### config.mk
export PLATFORM = sky130hd
export DESIGN_NAME = uart_transmitter_flat
export DESIGN_NICKNAME = d
export VERILOG_FILES = /design/src/rtl/uart_transmitter_if.sv /design/src/rtl/uart_transmitter.sv /design/src/flat_wrapper.sv
export SDC_FILE = /design/constraint.sdc
export NUM_CORES = 1
export LEC_CHECK = 0
export CELL_PAD_IN_SITES_DETAIL_PLACEMENT = 1
export CELL_PAD_IN_SITES_GLOBAL_PLACEMENT = 1
export CORE_ASPECT_RATIO = 1.1
export CORE_MARGIN = 10
export CORE_UTILIZATION = 43
export DETAILED_ROUTE_END_ITERATION = 10
export PLACE_DENSITY = 0.82
export SLEW_MARGIN = 15
export SYNTH_ARGS = -nofsm -noshare
export SYNTH_HDL_FRONTEND = slang
export SYNTH_SLANG_ARGS = --single-unit
### constraint.sdc
create_clock -name clock -period 2.4 [get_ports clock]
set_clock_uncertainty 0.05 [all_clocks]
set_input_delay 0.48 -clock clock [delete_from_list [all_inputs] [get_ports clock]]
set_output_delay 0.48 -clock clock [all_outputs]
set_load 0.03 [all_outputs]
### src/rtl/uart_transmitter_if.sv
// Host-side signal bundle for the UART transmit stage: baud tick, write handshake and serial output.
interface uart_transmitter_if #(
    parameter int DATA_WIDTH = 8
);
    logic                  sample_ENABLE;
    logic                  Tx_EN;
    logic                  Tx_WR;
    logic [DATA_WIDTH-1:0] Tx_DATA;
    logic                  Tx_D;
    logic                  Tx_BUSY;

    modport master (
        output sample_ENABLE, Tx_EN, Tx_WR, Tx_DATA,
        input  Tx_D, Tx_BUSY
    );

    modport slave (
        input  sample_ENABLE, Tx_EN, Tx_WR, Tx_DATA,
        output Tx_D, Tx_BUSY
    );
endinterface

### src/rtl/uart_transmitter.sv
// UART transmit serialiser: start, LSB-first data, parity and stop bits, each OVERSAMPLE baud ticks long.
//
// state  | meaning
// IDLE   | line high, waiting for an accepted write
// START  | driving the start bit (low)
// DATA   | driving shift register bit 0, DATA_WIDTH bits
// PARITY | driving the latched parity bit
// STOP   | driving the stop bit (high)
module uart_transmitter #(
    parameter int DATA_WIDTH  = 8,
    parameter int OVERSAMPLE  = 16,
    parameter bit PARITY_EVEN = 1'b1
) (
    input logic clock,
    input logic reset,
    uart_transmitter_if.slave bus
);
    localparam int CW = $clog2(OVERSAMPLE);
    localparam int BW = $clog2(DATA_WIDTH) + 1;
    localparam logic [CW-1:0] TICK_LAST = CW'(OVERSAMPLE - 1);
    localparam logic [BW-1:0] BIT_LAST  = BW'(DATA_WIDTH - 1);

    typedef enum logic [2:0] {
        IDLE   = 3'd0,
        START  = 3'd1,
        DATA   = 3'd2,
        PARITY = 3'd3,
        STOP   = 3'd4
    } state_t;

    state_t                state, state_nxt;
    logic [CW-1:0]         tick_cnt, tick_cnt_nxt;
    logic [BW-1:0]         bit_idx, bit_idx_nxt;
    logic [DATA_WIDTH-1:0] shift_reg, shift_reg_nxt;
    logic                  parity_bit, parity_bit_nxt;
    logic                  tx_d, tx_d_nxt;
    logic                  tx_busy, tx_busy_nxt;

    always_ff @(posedge clock or negedge reset) begin
        if (!reset) begin
            state      <= IDLE;
            tick_cnt   <= '0;
            bit_idx    <= '0;
            shift_reg  <= '0;
            parity_bit <= 1'b0;
            tx_d       <= 1'b1;
            tx_busy    <= 1'b0;
        end else begin
            state      <= state_nxt;
            tick_cnt   <= tick_cnt_nxt;
            bit_idx    <= bit_idx_nxt;
            shift_reg  <= shift_reg_nxt;
            parity_bit <= parity_bit_nxt;
            tx_d       <= tx_d_nxt;
            tx_busy    <= tx_busy_nxt;
        end
    end

    always_comb begin
        state_nxt      = state;
        tick_cnt_nxt   = tick_cnt;
        bit_idx_nxt    = bit_idx;
        shift_reg_nxt  = shift_reg;
        parity_bit_nxt = parity_bit;

        // Disable wins over everything, including a bit-end tick in the same cycle.
        if (!bus.Tx_EN) begin
            state_nxt    = IDLE;
            tick_cnt_nxt = '0;
            bit_idx_nxt  = '0;
        end else if (state == IDLE) begin
            if (bus.Tx_WR) begin
                shift_reg_nxt  = bus.Tx_DATA;
                parity_bit_nxt = (^bus.Tx_DATA) ^ ~PARITY_EVEN;
                tick_cnt_nxt   = '0;
                bit_idx_nxt    = '0;
                state_nxt      = START;
            end
        end else if (bus.sample_ENABLE) begin
            if (tick_cnt != TICK_LAST) begin
                tick_cnt_nxt = tick_cnt + 1'b1;
            end else begin
                tick_cnt_nxt = '0;
                case (state)
                    START:   state_nxt = DATA;
                    DATA: begin
                        shift_reg_nxt = shift_reg >> 1;
                        bit_idx_nxt   = bit_idx + 1'b1;
                        if (bit_idx == BIT_LAST) state_nxt = PARITY;
                    end
                    PARITY:  state_nxt = STOP;
                    STOP:    state_nxt = IDLE;
                    default: state_nxt = IDLE;
                endcase
            end
        end

        // Outputs are decoded from the next state so the line register changes on the same edge as the state.
        tx_busy_nxt = (state_nxt != IDLE);
        case (state_nxt)
            START:   tx_d_nxt = 1'b0;
            DATA:    tx_d_nxt = shift_reg_nxt[0];
            PARITY:  tx_d_nxt = parity_bit_nxt;
            default: tx_d_nxt = 1'b1;
        endcase
    end

    assign bus.Tx_D    = tx_d;
    assign bus.Tx_BUSY = tx_busy;
endmodule

### src/flat_wrapper.sv
// flat-port wrapper written by rule: the top's interface ports become plain ports
module uart_transmitter_flat 
#(
    parameter int DATA_WIDTH  = 8,
    parameter int OVERSAMPLE  = 16,
    parameter bit PARITY_EVEN = 1'b1
)
  (clock, reset, bus_sample_ENABLE, bus_Tx_EN, bus_Tx_WR, bus_Tx_DATA, bus_Tx_D, bus_Tx_BUSY);
  uart_transmitter_if #(.DATA_WIDTH(DATA_WIDTH)) bus_i ();
  input logic clock;
  input logic reset;
  input wire logic [$bits(bus_i.sample_ENABLE)-1:0] bus_sample_ENABLE;
  input wire logic [$bits(bus_i.Tx_EN)-1:0] bus_Tx_EN;
  input wire logic [$bits(bus_i.Tx_WR)-1:0] bus_Tx_WR;
  input wire logic [$bits(bus_i.Tx_DATA)-1:0] bus_Tx_DATA;
  output wire logic [$bits(bus_i.Tx_D)-1:0] bus_Tx_D;
  output wire logic [$bits(bus_i.Tx_BUSY)-1:0] bus_Tx_BUSY;
  assign bus_i.sample_ENABLE = bus_sample_ENABLE;
  assign bus_i.Tx_EN = bus_Tx_EN;
  assign bus_i.Tx_WR = bus_Tx_WR;
  assign bus_i.Tx_DATA = bus_Tx_DATA;
  assign bus_Tx_D = bus_i.Tx_D;
  assign bus_Tx_BUSY = bus_i.Tx_BUSY;
  uart_transmitter #(.DATA_WIDTH(DATA_WIDTH), .OVERSAMPLE(OVERSAMPLE), .PARITY_EVEN(PARITY_EVEN)) u_core (.clock(clock), .reset(reset), .bus(bus_i));
endmodule
-- After elaboration in Yosys (flattened, before gate mapping)
Index checks and enable logic that the tools add are counted.
- bits in registers: 22
- output and inout bits: 2
- $add $sub $neg: 2
- equal/unequal tests: 14
- multiplexer cells: 27
- reductions and logical operators: 8
- operators with widths (cell ; count):
    $mux W4 ; 10
    $mux W8 ; 5
    $mux W3 ; 6
    $eq A3 B2 Y1 const B ; 4
    $pmux W3 S3 ; 1
    $add A4 B1 Y4 const B ; 2
    $reduce_xor A8 Y1 ; 1
    $eq A3 B1 Y1 const B ; 2
    $ne A3 B2 Y1 const B ; 2
    $reduce_and A5 Y1 ; 1
    $eq A4 B3 Y1 const B ; 1
    $mux W1 ; 4
    $ne A4 B4 Y1 const B ; 1
    $reduce_and A4 Y1 ; 1
    $reduce_bool A2 Y1 ; 2
    $logic_not A3 Y1 ; 1
    $ne A3 B1 Y1 const B ; 1
    $ne A3 B3 Y1 const B ; 1
    $pmux W1 S3 ; 1
    $reduce_bool A3 Y1 ; 1
    $ne A2 B1 Y1 const B ; 1
    $ne A2 B2 Y1 const B ; 1
    $reduce_and A2 Y1 ; 1

-- Logic depth before layout (Yosys ltp)
Gate-level depths: netlist (run 1).
- word-level depth: 9
- depth in mapped cells: 8
- mapped depth without buffers: 7

-- Worst setup path after synthesis (run 1)
Ideal clock, no wire load.
- path type: input port to flip-flop
- start point: input port bus_sample_ENABLE
- end point: register u_core.bit_idx[2]
- arrival time: 1.494 ns
- slack: 0.735 ns
- cell stages on the path: 7
- path buffers: 2
- cells stage by stage: buf_2 > nand4_4 > nor4b_4 > buf_2 > o22ai_1 > nand2_1 > a21boi_1
- cells in the longest elaborated chain, start to end: 2
- ends and longest elaborated chain (element ; RTL line ; RTL):
    start, declared ; flat_wrapper.sv:12 ; input wire logic [$bits(bus_i.sample_ENABLE)-1:0] bus_sample_ENABLE;
    $ne A3 B2 Y1 (no line) ; - ;
    $reduce_and A4 Y1 (no line) ; - ;
    end signal, assigned ; uart_transmitter.sv:51 ; bit_idx <= bit_idx_nxt;
    end, declared ; uart_transmitter.sv:33 ; logic [BW-1:0] bit_idx, bit_idx_nxt;
No other way between the ends.
A chain may end at the register's enable or synchronous reset.

-- Worst setup path after layout (run 1)
- start point: register u_core.tx_d (netlist: u_core.bus.Tx_D)
- end point: output port bus_Tx_D
- RTL lines (element ; RTL line ; RTL):
    start, declared ; uart_transmitter.sv:36 ; logic tx_d, tx_d_nxt;
    start signal, assigned ; uart_transmitter.sv:54 ; tx_d <= tx_d_nxt;
    end, declared ; flat_wrapper.sv:16 ; output wire logic [$bits(bus_i.Tx_D)-1:0] bus_Tx_D;
No word-level cell between the ends.

==> impl_metrics.json, run 1 <==
{
  "outcome": "finished clean",
  "drt_iter0_drc": 44,
  "pin_count_of_the_biggest_net_entering_global_routing": 23,
  "p_per_area_nw_per_um2": 543,
  "maxSlewViolCount": 0,
  "sequential_element_share_of_the_synthesized_area_pct": 42.4,
  "num_vias": 1030,
  "setup_viol": 0,
  "synth.ff_latch_count": 22,
  "first_pass_drt_iterations": 4,
  "number_of_maximum_capacitance_violations": 0,
  "worst-setup-path-type": "register to primary output",
  "synthesis.nets": 146,
  "timing_hold_violations_final": 0,
  "async_flop_share_pct": 100,
  "place.port_buffers": 14,
  "timing.critical_path.cells": "clkdlybuf4s50_1",
  "area.sequential_um2": 552,
  "clock_latency_ps": 320,
  "crit_path_max_fanout": 1,
  "layout_worst_path_cycle_share_pct": 85.7,
  "die_y_um": 77.7,
  "netlist_instances": 131,
  "synthesis.area_um2": 1300,
  "core_area_um2": 2830,
  "dp.cells": 175,
  "tightestPinTransition_ps": 463,
  "antenna-diode-count": 0,
  "cp_data_arrival_time_ps": 1530,
  "max-slew-margin-rel_pct": 69.1,
  "io_pins": 15,
  "hold_class": "input pin to async pin",
  "number_of_antenna_violations_at_the_first_check_in_global_routing": 0,
  "max_clock_freq_mhz": 486,
  "whs_ps": 447,
  "cts_root_buffer": "clkbuf_4",
  "drc": 0,
  "number_of_synthesized_flops_with_an_enable_pin": 0,
  "post_cts_resized": 0,
  "crit_path_max_incr_delay_ps": 660,
  "leakagePower_uw": 0.000640,
  "fp.dieArea_um2": 5630,
  "critPathTopFamily": "buffers and inverters",
  "die_x_um": 72.5,
  "place_congestion": 0.742,
  "final.min_clock_period_ps": 2060,
  "drive_above_1_share_pct": 11.6,
  "startpoint_type": "register",
  "cts-htree-levels": 1,
  "num_rows": 20,
  "via_count_of_the_first_global_routing_pass": 1193,
  "holdBufCountCts": 0,
  "cts_inserted_buffers": 3,
  "multi_input_area_um2": 674,
  "layout.nets": 162,
  "rsz0062_at_grt": "no",
  "postLayoutSetupSlackWorst_ps": 343,
  "routed_via_density": 5.75,
  "timing.critical_path.buf_inv": 1,
  "dp_hpwl_um": 2270,
  "grt_pass1_wl_um": 5340,
  "clk_pin_slew_worst_paths_ps": 130,
  "groute.usage.overall_pct": 11.3,
  "pre_cts_ws_ps": 194,
  "synth_cell_types": 42,
  "synth.yosys.warnings": 0,
  "route.antenna.remaining_nets": 0,
  "initial_core_utilization_pct": 46.1,
  "cts_max_path_buffers": 2,
  "crit_slowest_cell": "clkdlybuf4s50_1",
  "wl_per_cell_um": 17.1,
  "synth_flop_cell": "dfrtp_1",
  "layout.cells.most_common_list": "21 x dfrtp_1, 14 x clkdlybuf4s50_1, 11 x nor2_1, 11 x a21oi_1, 7 x xnor2_1",
  "largest_register_ffs": 8,
  "irDropWorstVdd_mv": 0.305,
  "postSynthAreaPerCell_um2": 9.94,
  "cts_setup_buffers": 0,
  "mostFrequentLayoutCell": "dfrtp_1",
  "worst-endpoint-required_ps": 1870,
  "routed_wl_um": 3070,
  "layout.filler_cells": 338,
  "globalRoute.totalOverflow": 0,
  "clock_sinks": 22,
  "tritoncts": "done",
  "area_growth_pct": 15.5,
  "setup.worst_path.end_class": "primary output",
  "instances_no_fill": 179,
  "tns_ps": 0
}
-- report_power, final --
part	switching, uW	internal (uW)	leakage, uW
combinational	90.1	81.0	0.000340
clock	125	92.8	0.0000210
sequential	20.7	407	0.000280
total	236	581	0.000640
-- logic make-up after synthesis --
kind of cell    share of synthesized area [%]
compound gates                           18.8
fa+ha+maj                                1.92
simple gates                             23.2
mux                                      3.07
flops                                    42.4
buf+inv                                  5.86
xor+xnor                                 4.71
-- cell usage after synthesis (2+ instances only) --
| cell type | instances | area share (%) |
|---|---|---|
| a21oi_1 | 11 | 4.2 |
| nand4b_1 | 2 | 1.3 |
| inv_1 | 5 | 1.4 |
| nand2_1 | 6 | 1.7 |
| a22o_1 | 2 | 1.3 |
| nor2b_1 | 5 | 2.4 |
| nand3_1 | 3 | 1.2 |
| mux2i_1 | 4 | 3.1 |
| nand4_1 | 2 | 0.96 |
| or3_1 | 2 | 0.96 |
| xnor2_1 | 7 | 4.7 |
| dfrtp_1 | 21 | 40 |
| and3_1 | 2 | 0.96 |
| a31oi_1 | 2 | 0.96 |
| a22oi_1 | 6 | 3.5 |
| ha_1 | 2 | 1.9 |
| o21ai_0 | 3 | 1.2 |
| a21boi_1 | 3 | 1.7 |
| buf_6 | 2 | 1.7 |
| o21ai_1 | 3 | 1.2 |
| buf_2 | 4 | 1.5 |
| nor2_1 | 11 | 3.2 |
| nor3b_1 | 4 | 2.3 |
-- path summary, 6_finish.rpt --
kind	slack, ps	endpoint	startpoint	depth (start not counted)
min	450	u_core.shift_reg[6]	reset	2
min reg2reg	500	u_core.shift_reg[7]	u_core.shift_reg[7]	2
max reg2reg	400	u_core.bus.Tx_D	u_core.state[1]	5
min in group clock	500	u_core.shift_reg[7]	u_core.shift_reg[7]	2
max in group asynchronous	1570	u_core.bus.Tx_D	reset	2
max	340	bus_Tx_D	u_core.bus.Tx_D	1
-- through the flow --
stage	total power (uW)	utilization, %	cell area, um2
floorplan	545	-	1300
global placement	601	51.9	1470
detailed placement	609	51.9	1470
CTS	822	53.2	1500
global route	861	53.2	1500
finish	817	53.2	1500
-- cell type report --
type | count | area share [%]
Clock buffer | 4 | 2.41
Multi-Input combinational cell | 95 | 44.8
Sequential cell | 22 | 36.7
Timing Repair Buffer | 19 | 11.8
Tap cell | 33 | 2.75
Inverter | 6 | 1.50
-- metal layers --
metal	share of wire, %	GRT usage (%)
met5	0	0
met2	50	20.2
met4	1.3	3.61
met3	2.5	1.91
met1	46	13.1
No activity file was read; power rests on OpenSTA's default activity.
==> run 2, diff against run 1 <==
--- a/config.mk
+++ b/config.mk
@@ -10,7 +10,9 @@
 export CORE_ASPECT_RATIO = 1.1
 export CORE_MARGIN = 10
 export CORE_UTILIZATION = 43
+export CTS_CLUSTER_SIZE = 30
 export DETAILED_ROUTE_END_ITERATION = 10
+export GPL_ROUTABILITY_DRIVEN = 0
 export PLACE_DENSITY = 0.82
 export SLEW_MARGIN = 15
 export SYNTH_ARGS = -nofsm -noshare
==> results of run 2 <==
The final DEF is identical to that of run 1; final timing and power are the same.
==> run 3, diff against run 2 <==
--- a/config.mk
+++ b/config.mk
@@ -8,12 +8,13 @@
 export CELL_PAD_IN_SITES_DETAIL_PLACEMENT = 1
 export CELL_PAD_IN_SITES_GLOBAL_PLACEMENT = 1
 export CORE_ASPECT_RATIO = 1.1
-export CORE_MARGIN = 10
-export CORE_UTILIZATION = 43
+export CORE_MARGIN = 2
+export CORE_UTILIZATION = 38
 export CTS_CLUSTER_SIZE = 30
 export DETAILED_ROUTE_END_ITERATION = 10
 export GPL_ROUTABILITY_DRIVEN = 0
-export PLACE_DENSITY = 0.82
+export PLACE_DENSITY = 0.77
+export REMOVE_ABC_BUFFERS = 1
 export SLEW_MARGIN = 15
 export SYNTH_ARGS = -nofsm -noshare
 export SYNTH_HDL_FRONTEND = slang
==> constraint.sdc (replaced) <==
create_clock -name clock -period 1.8 [get_ports clock]
set_clock_uncertainty 0.05 [all_clocks]
set_input_delay 0.36 -clock clock [delete_from_list [all_inputs] [get_ports clock]]
set_output_delay 0.36 -clock clock [all_outputs]
set_load 0.03 [all_outputs]
==> impl_metrics.json, run 3 (synthesis results as in run 1) <==
{
  "area.sequential_um2": 553,
  "routed_via_density": 5.59,
  "layout_worst_path_cycle_share_pct": 95.9,
  "crit_path_max_incr_delay_ps": 660,
  "irDropWorstVdd_mv": 0.308,
  "cell_internal_pwr_uw": 894,
  "cts-htree-levels": 1,
  "antenna-diode-count": 0,
  "layout.cells.most_common_list": "20 x dfrtp_1, 16 x buf_4, 12 x clkdlybuf4s50_1, 11 x a21oi_1, 10 x nor2_1",
  "routed_wl_um": 3240,
  "final.min_clock_period_ps": 1730,
  "clock_latency_ps": 310,
  "p_per_area_nw_per_um2": 722,
  "outcome": "finished clean",
  "layout.filler_cells": 393,
  "hold_class": "input pin to async pin",
  "fp.dieArea_um2": 3910,
  "startpoint_type": "register",
  "clk_pin_slew_worst_paths_ps": 130,
  "multi_input_area_um2": 722,
  "timing.critical_path.cells": "clkdlybuf4s50_1",
  "first_pass_drt_iterations": 4,
  "clock_power_share_pct": 31.7,
  "tightestPinTransition_ps": 346,
  "tritoncts": "done",
  "groute.usage.overall_pct": 18.5,
  "maxSlewViolCount": 0,
  "cts_root_buffer": "clkbuf_4",
  "cp_data_arrival_time_ps": 1320,
  "finished_layout_cell_area_um2": 1680,
  "drc": 0,
  "max_clock_freq_mhz": 579,
  "layout.nets": 175,
  "globalRoute.totalOverflow": 0,
  "worst-endpoint-required_ps": 1390,
  "via_count_of_the_first_global_routing_pass": 1212,
  "instances_no_fill": 195,
  "crit_slowest_cell": "clkdlybuf4s50_1",
  "route.antenna.remaining_nets": 0,
  "timing_hold_violations_final": 0,
  "drive_above_1_share_pct": 22.0,
  "crit_path_max_fanout": 1,
  "cts_inserted_buffers": 3,
  "num_rows": 22,
  "switching_share_pct": 26.1,
  "largest_register_ffs": 8,
  "pin_count_of_the_biggest_net_entering_global_routing": 23,
  "dp.cells": 190,
  "setup.worst_path.end_class": "primary output",
  "total_switching_power_uw": 316,
  "area_growth_pct": 28.7,
  "setup_viol": 0,
  "totalPowerFinal_uw": 1210,
  "grt_pass1_wl_um": 5550,
  "rsz0062_at_grt": "yes",
  "core_area_um2": 3300,
  "initial_core_utilization_pct": 39.4,
  "timing.critical_path.depth": 1,
  "timing.critical_path.buf_inv": 1,
  "tns_ps": 0,
  "max-slew-margin-rel_pct": 76.9,
  "mostFrequentLayoutCell": "dfrtp_1",
  "wl_per_cell_um": 16.6,
  "num_vias": 1091,
  "logic_depth_of_the_worst_register_to_register_path": 7,
  "power.share.combinational_pct": 21.5,
  "dpl-instance-area_um2": 1570,
  "place.port_buffers": 14,
  "die_y_um": 65.4,
  "critPathTopFamily": "buffers and inverters",
  "clock_sinks": 22,
  "drt_iter0_drc": 21,
  "io_pins": 15,
  "die_x_um": 59.8,
  "power.sequential.fraction_pct": 46.8,
  "cts_max_path_buffers": 2,
  "worst-setup-path-type": "register to primary output",
  "number_of_antenna_violations_at_the_first_check_in_global_routing": 0,
  "dp_hpwl_um": 2420,
  "holdBufCountCts": 0,
  "leakagePower_uw": 0.000733,
  "number_of_maximum_capacitance_violations": 0
}
run 3: final cells by class:
type | count | share of cell area [%]
multi-input cells | 96 | 43.1
flip-flops and latches | 22 | 33.0
repair buffers | 31 | 16.8
well taps | 36 | 2.69
clock inverters | 1 | 1.79
clock buffers | 3 | 1.34
inverters | 6 | 1.34
run 3: what timing repair did:
action / CTS / global route
cloned: 0 / 1
pin swaps: 0 / 2
resized for setup: 3 / 7
buffers inserted: 0 / 0
setup endpoints to repair: 2 / 10
run 3: layer usage:
| layer | vias to the layer above | GRT usage [%] | wire, um |
|---|---|---|---|
| li1 | 533 | - | - |
| met1 | 538 | 22.6 | 1340 |
| met2 | 16 | 33.8 | 1770 |
| met3 | 4 | 2.36 | 97 |
| met4 | 0 | 4.17 | 27 |
| met5 | - | 0 | 0 |
run 3: metrics by stage:
| stage | setup WS (ps) | hold slack [ps] | utilization [%] |
|---|---|---|---|
| after detailed placement | -326 | 462 | 47.7 |
| final | 73.9 | 334 | 50.8 |
| after CTS | 14.8 | 340 | 49.4 |
| after global placement | -198 | 463 | 47.7 |
| after global routing | -2.95 | 334 | 50.8 |
| after floorplan | -90.3 | 14.4 | - |
run 3: path summary, 6_finish.rpt:
kind / startpoint / to / slack, ps
setup / recovery: u_core.bus.Tx_BUSY / bus_Tx_BUSY / 70
hold / removal: reset / u_core.state[0] / 330
setup reg to reg: u_core.tick_cnt[0] / u_core.bit_idx[1] / 120
hold reg to reg: u_core.shift_reg[7] / u_core.shift_reg[7] / 490
max in group asynchronous: reset / u_core.bus.Tx_D / 1090
min in group clock: u_core.shift_reg[7] / u_core.shift_reg[7] / 490
run 3: power groups by stage:
| stage | sequential [uW] | clock, uW | combinational (uW) |
|---|---|---|---|
| 2_1_floorplan | 580 | 0 | 131 |
| 3_3_place_gp | 574 | 0 | 248 |
| 3_5_place_dp | 576 | 0 | 258 |
| 4_1_cts | 567 | 398 | 259 |
| 5_1_grt | 572 | 420 | 289 |
| 6_report | 567 | 384 | 260 |
